### src/rtl/pll_seq_pkg.sv
// Shared types for the PLL lock sequencer: fixed state encoding and
// the width rule for the single shared down-counter.
package pll_seq_pkg;

    typedef enum logic [2:0] {
        ST_IDLE      = 3'd0,
        ST_RESET     = 3'd1,
        ST_WAIT_LOCK = 3'd2,
        ST_STABLE    = 3'd3,
        ST_RUN       = 3'd4,
        ST_UPDATE    = 3'd5,
        ST_FAULT     = 3'd6
    } pll_state_e;

    // Wide enough to hold the longest phase length without wrapping.
    function automatic int cnt_width(input int a, input int b, input int c);
        int m;
        m = (a > b) ? a : b;
        m = (m > c) ? m : c;
        return $clog2(m + 1);
    endfunction

endpackage

### src/rtl/pll_lock_sequencer_sync2.sv
// Two-flop synchronizer for the asynchronous PLL LOCK output.
module sync2 (
    input  logic clk,
    input  logic resetn,
    input  logic d,
    output logic q
);

    logic meta;

    always_ff @(posedge clk or negedge resetn) begin
        if (!resetn) begin
            meta <= 1'b0;
            q    <= 1'b0;
        end else begin
            meta <= d;
            q    <= meta;
        end
    end

endmodule

### src/rtl/pll_lock_sequencer.sv
// Bring-up, lock qualification, retry and dynamic-delay sequencing for one
// SB_PLL40_2_PAD; runs on the free-running reference clock.
//
// state     | meaning
// IDLE      | PLL held in reset, bypassed; waits for enable
// RESET     | RESETB low for RESET_CYCLES
// WAIT_LOCK | RESETB released, waiting for lock_s or timeout
// STABLE    | lock_s must stay high for LOCK_STABLE_CYCLES
// RUN       | clocks usable (clk_ok=1); accepts delay requests
// UPDATE    | one cycle: load DYNAMICDELAY, pulse delay_ack
// FAULT     | retries exhausted; sticky until enable drops
module pll_lock_sequencer
    import pll_seq_pkg::*;
#(
    parameter int RESET_CYCLES        = 16,
    parameter int LOCK_STABLE_CYCLES  = 64,
    parameter int LOCK_TIMEOUT_CYCLES = 4096,
    parameter int MAX_RETRIES         = 3
) (
    input  logic       clk,
    input  logic       resetn,
    input  logic       enable,
    input  logic       pll_lock,
    output logic       pll_resetb,
    output logic       pll_bypass,
    output logic [7:0] pll_dynamicdelay,
    input  logic       delay_req,
    input  logic [7:0] delay_val,
    output logic       delay_ack,
    output logic       clk_ok,
    output logic       fault,
    output logic [2:0] state
);

    localparam int CW = cnt_width(RESET_CYCLES, LOCK_STABLE_CYCLES, LOCK_TIMEOUT_CYCLES);
    localparam int RW = $clog2(MAX_RETRIES + 1);

    localparam logic [CW-1:0] RESET_LOAD   = CW'(RESET_CYCLES - 1);
    localparam logic [CW-1:0] STABLE_LOAD  = CW'(LOCK_STABLE_CYCLES - 1);
    localparam logic [CW-1:0] TIMEOUT_LOAD = CW'(LOCK_TIMEOUT_CYCLES - 1);
    localparam logic [RW-1:0] RETRY_MAX    = RW'(MAX_RETRIES);

    pll_state_e    state_q;
    pll_state_e    state_d;
    logic [CW-1:0] cnt_q;
    logic [RW-1:0] retry_q;
    logic [RW-1:0] retry_d;
    logic [RW-1:0] retry_inc;
    logic          lock_s;
    logic          cnt_done;
    logic          retry_exhausted;

    sync2 u_lock_sync (
        .clk    (clk),
        .resetn (resetn),
        .d      (pll_lock),
        .q      (lock_s)
    );

    assign cnt_done        = (cnt_q == '0);
    assign retry_inc       = retry_q + RW'(1);
    assign retry_exhausted = (retry_inc == RETRY_MAX);
    assign state           = state_q;

    // Counter reload value on entry to each state; unused states park at 0.
    function automatic logic [CW-1:0] load_for(input pll_state_e s);
        case (s)
            ST_RESET:     return RESET_LOAD;
            ST_WAIT_LOCK: return TIMEOUT_LOAD;
            ST_STABLE:    return STABLE_LOAD;
            default:      return '0;
        endcase
    endfunction

    always_comb begin
        state_d = state_q;
        retry_d = retry_q;
        case (state_q)
            ST_IDLE: begin
                state_d = ST_RESET;
                retry_d = '0;
            end
            ST_RESET: begin
                if (cnt_done) state_d = ST_WAIT_LOCK;
            end
            ST_WAIT_LOCK: begin
                // A lock seen on the timeout cycle still wins.
                if (lock_s) begin
                    state_d = ST_STABLE;
                end else if (cnt_done) begin
                    retry_d = retry_inc;
                    state_d = retry_exhausted ? ST_FAULT : ST_RESET;
                end
            end
            ST_STABLE: begin
                if (!lock_s) begin
                    state_d = ST_WAIT_LOCK;
                end else if (cnt_done) begin
                    state_d = ST_RUN;
                    retry_d = '0;
                end
            end
            ST_RUN: begin
                if (!lock_s) begin
                    retry_d = retry_inc;
                    state_d = retry_exhausted ? ST_FAULT : ST_RESET;
                end else if (delay_req) begin
                    state_d = ST_UPDATE;
                end
            end
            ST_UPDATE: state_d = ST_STABLE;
            ST_FAULT:  state_d = ST_FAULT;
            default:   state_d = ST_IDLE;
        endcase

        if (!enable) begin
            state_d = ST_IDLE;
            retry_d = retry_q;
        end
    end

    // Outputs are decoded from the next state so they line up with state_q.
    always_ff @(posedge clk or negedge resetn) begin
        if (!resetn) begin
            state_q          <= ST_IDLE;
            cnt_q            <= '0;
            retry_q          <= '0;
            pll_resetb       <= 1'b0;
            pll_bypass       <= 1'b1;
            pll_dynamicdelay <= 8'h00;
            delay_ack        <= 1'b0;
            clk_ok           <= 1'b0;
            fault            <= 1'b0;
        end else begin
            state_q <= state_d;
            retry_q <= retry_d;
            if (state_d != state_q) begin
                cnt_q <= load_for(state_d);
            end else if (!cnt_done) begin
                cnt_q <= cnt_q - CW'(1);
            end
            pll_resetb <= state_d inside {ST_WAIT_LOCK, ST_STABLE, ST_RUN, ST_UPDATE};
            pll_bypass <= state_d inside {ST_IDLE, ST_FAULT};
            clk_ok     <= (state_d == ST_RUN);
            fault      <= (state_d == ST_FAULT);
            delay_ack  <= (state_d == ST_UPDATE);
            if (state_d == ST_UPDATE) begin
                pll_dynamicdelay <= delay_val;
            end
        end
    end

endmodule
### config.mk
export PLATFORM = sky130hd
export DESIGN_NAME = pll_lock_sequencer
export DESIGN_NICKNAME = d
export VERILOG_FILES = /design/src/rtl/pll_seq_pkg.sv /design/src/rtl/pll_lock_sequencer_sync2.sv /design/src/rtl/pll_lock_sequencer.sv
export SDC_FILE = /design/constraint.sdc
export NUM_CORES = 1
export LEC_CHECK = 0
export CAP_MARGIN = 10
export CORE_ASPECT_RATIO = 2
export CORE_UTILIZATION = 43
export CTS_BUF_LIST = sky130_fd_sc_hd__clkbuf_8
export DETAILED_ROUTE_END_ITERATION = 12
export GPL_ROUTABILITY_DRIVEN = 0
export MAX_ROUTING_LAYER = met4
export PLACE_DENSITY = 0.65
export SLEW_MARGIN = 20
export SYNTH_ARGS = -nofsm -noshare
export SYNTH_HDL_FRONTEND = slang
export SYNTH_SLANG_ARGS = --single-unit
### constraint.sdc
create_clock -name clk -period 4.25 [get_ports clk]
set_clock_uncertainty 0.2 [all_clocks]
set_input_delay 0.85 -clock clk [delete_from_list [all_inputs] [get_ports clk]]
set_output_delay 0.85 -clock clk [all_outputs]
set_load 0.005 [all_outputs]
==> results_dict.tcl <==
set metrics [dict create \
    final_nets 253 \
    drt_wl_total_um 4740 \
    pre_cts_ws_ns 0.419 \
    grt_overflow 0 \
    synth-seq-cells 33 \
    dp_cells 285 \
    vias 1728 \
    clkTransAtPathRegs_ns 0.07 \
    p_seq_frac 0.340 \
    ys.flop_type "dfrtp_1" \
    rsz0062_at_grt "false" \
    end_kind "flip-flop" \
    hold_viol 0 \
    post-synth-top-count-cell "dfrtp_1" \
    dp_hpwl_um 3550 \
    arrival_ns 3.79 \
    clkLatencyLatePin_ns 0.28 \
    r2r_start "cnt_q[0]" \
    syn_area_sq_mm 0.00200 \
    clock-sinks 33 \
    areaGrowthSynthToFinish_pct 22.9 \
    core_area_sq_mm 0.00442 \
    setup_tns_ns 0 \
    powerDensity_mw_per_mm2 531 \
    max_freq_ghz 0.262 \
    crit_start "cnt_q[0]" \
    grt_pass1_vias 1724 \
    slew_headroom 0.347 \
    grt_pass1_wl_um 8240 \
    synth-edff-count 0 \
    r2r_cells 8 \
    synth_cells 211 \
    cp_max_fo 9 \
    drive_above_1_share 0.155 \
    postLayoutSetupSlackWorst_ns 0.427 \
    postSynthAreaPerCell_sq_um 9.50 \
    holdBufCountCts 0 \
    r2r_end "pll_dynamicdelay[4]" \
    endpoint "pll_dynamicdelay[4]" \
    combPwrFrac 0.430 \
    clkPwrFrac 0.230 \
    outcome "finished, final reports clean" \
    vias_per_cell 5.90 \
    dr.pass1.iters 5 \
    synth_warnings 0 \
    switching_share 0.366 \
    antenna_left 0 \
    die_h_um 98.6 \
    drt-initial-drc-count 37 \
    yosysSeqAreaShare 0.413 \
    synthesis.nets 226 \
    stdcell_count 293 \
    htreeDepth 2 \
    fin_crit_ns 3.82 \
    wire_per_inst_um 16.2 \
    fp.dieW_um 50.3 \
    drv_cap 0 \
    path_cells "inv_1, ha_1, or3b_1, or4_1, nor4_4, o221ai_2, nor3b_2, mux2_4" \
    num_rows 34 \
    grtUsageTotal 0.228 \
    fin_util 0.557 \
    vdd_drop_max_mv 0.331 \
    critPathKind "flip-flop to flip-flop" \
    grt_max_degree 34 \
    num_io_pins 29 \
    initial_utilization 0.453 \
    postCtsSetupRepairBufs 0 \
    drcViolationCount 0 \
    synth_top_cell_by_area "dfrtp_1" \
    max_stage_delay_ns 0.85 \
    synth_area_leaders "dfrtp_1 (40%), mux2_4 (6.0%), a21oi_1 (4.0%), nor2_1 (3.7%), xnor2_1 (3.5%)" \
    dieArea_sq_mm 0.00495 \
    synthArstFlopShare 1.00 \
    fin_crit_sh 0.899 \
    hold_class "flip-flop to flip-flop" \
    reg2reg_slack_ns 0.43 \
    clockRootBuffer "clkbuf_8" \
    worst_slew_pin_slew_ns 0.975 \
    n_antenna_cell 0 \
    numCtsBuffers 5 \
    finalSetupViolCount 0 \
    p_leak_nw 1.07 \
    cts_resized 0 \
    cp_slowest_cell "nor3b_2" \
    io_buffers 28 \
    final_cell_area_sq_mm 0.00246 \
    synth_top_area_frac 0.400 \
    antenna_found_initial 0 \
    slew_violations 0 \
    synth_common_cells "dfrtp_1 (32), nor2_1 (20), a21oi_1 (16), nand2_1 (13)" \
    synth.distinct_cells 55 \
    placed_cell_area_sq_mm 0.00235 \
    clockBufferDepth 2 \
    internal-power_mw 0.830 \
    worstPathRequired_ns 4.21 \
    startpoint_type "flip-flop" \
    cts_tree "done" \
    p_switching_mw 0.479 \
]
==> through the flow <==
stage          power [mW]  hold slack, ns
6_report             1.31           0.151
5_1_grt              1.41           0.168
4_1_cts              1.32           0.155
3_5_place_dp         1.01           0.140
3_3_place_gp         1.01           0.148
2_1_floorplan       0.831           0.131
==> how the worst min path moves through the flow <==
stage,from,to,slack (ns),cells past startpoint
final,u_lock_sync.meta,u_lock_sync.q,0.15,0
after global routing,u_lock_sync.meta,u_lock_sync.q,0.17,0
after CTS,u_lock_sync.meta,u_lock_sync.q,0.16,0
after detailed placement,u_lock_sync.meta,u_lock_sync.q,0.14,0
after global placement,u_lock_sync.meta,u_lock_sync.q,0.15,0
after floorplan,u_lock_sync.meta,u_lock_sync.q,0.13,0
==> final cells by class <==
class / count / area (sq um)
clock buffer: 6 / 82.6
clock inverter: 2 / 33.8
fill: 408 / 1960
inverter: 8 / 30.0
multi-input combinational: 154 / 1080
sequential: 33 / 827
tap: 54 / 67.6
timing repair buffer: 36 / 340
==> cell usage in the layout (no fill, tap or decap), types with 2 or more instances in the layout <==
| master | count |
|---|---|
| dfrtp_1 | 32 |
| clkdlybuf4s50_1 | 28 |
| nor2_1 | 20 |
| a21oi_1 | 16 |
| nand2_1 | 13 |
| nand3_1 | 12 |
| inv_1 | 9 |
| mux2_4 | 8 |
| xnor2_1 | 8 |
| buf_4 | 8 |
| nor3_1 | 7 |
| clkbuf_8 | 6 |
| nor4_1 | 5 |
| or4_1 | 4 |
| nor3b_1 | 3 |
| o21ai_0 | 3 |
| a211oi_1 | 3 |
| a31o_2 | 3 |
| or3_1 | 3 |
| mux2i_1 | 3 |
| nand4_1 | 2 |
| nor2b_1 | 2 |
| a41oi_1 | 2 |
| o21a_1 | 2 |
| o211ai_1 | 2 |
| xor2_1 | 2 |
| o211a_1 | 2 |
| a22oi_1 | 2 |
| ha_1 | 2 |
==> flip-flops by register name, summed over array words and instances, names as in the netlist <==
signal	flops
cnt_q	13
pll_dynamicdelay	8
state	3
retry_q	2
clk_ok	1
delay_ack	1
fault	1
pll_bypass	1
pll_resetb	1
u_lock_sync.meta	1
u_lock_sync.q	1
==> routing by layer <==
metal,share of wire,global-route usage
met1,0.38,0.238
met4,0.035,0.121
met3,0.021,0.0340
met5,0,-
met2,0.56,0.397
==> logic make-up after synthesis <==
logic type	after synthesis	synth area share
compound gates	45	0.159
xor+xnor	10	0.0437
fa+ha+maj	2	0.0125
buf+inv	24	0.0506
flops	33	0.413
mux	12	0.0805
simple gates	85	0.242
==> power by group through the flow <==
stage | Sequential, mW | Clock [mW] | Combinational, mW
detailed placement | 0.449 | 0 | 0.563
floorplan | 0.428 | 0 | 0.403
global placement | 0.448 | 0 | 0.559
global route | 0.457 | 0.320 | 0.630
CTS | 0.444 | 0.307 | 0.566
finish | 0.445 | 0.301 | 0.563
==> critical path, delay by kind of cell, from the launching register on <==
kind,cells,cell delay [ns]
AO/OA/AOI/OAI,1,0.24
AND/OR/NAND/NOR,4,2.23
flip-flops,1,0.41
adder cells (fa/ha/maj),1,0.19
buffers and inverters,1,0.09
multiplexers,1,0.35
Note: power is estimated with default switching activity, not from simulation.
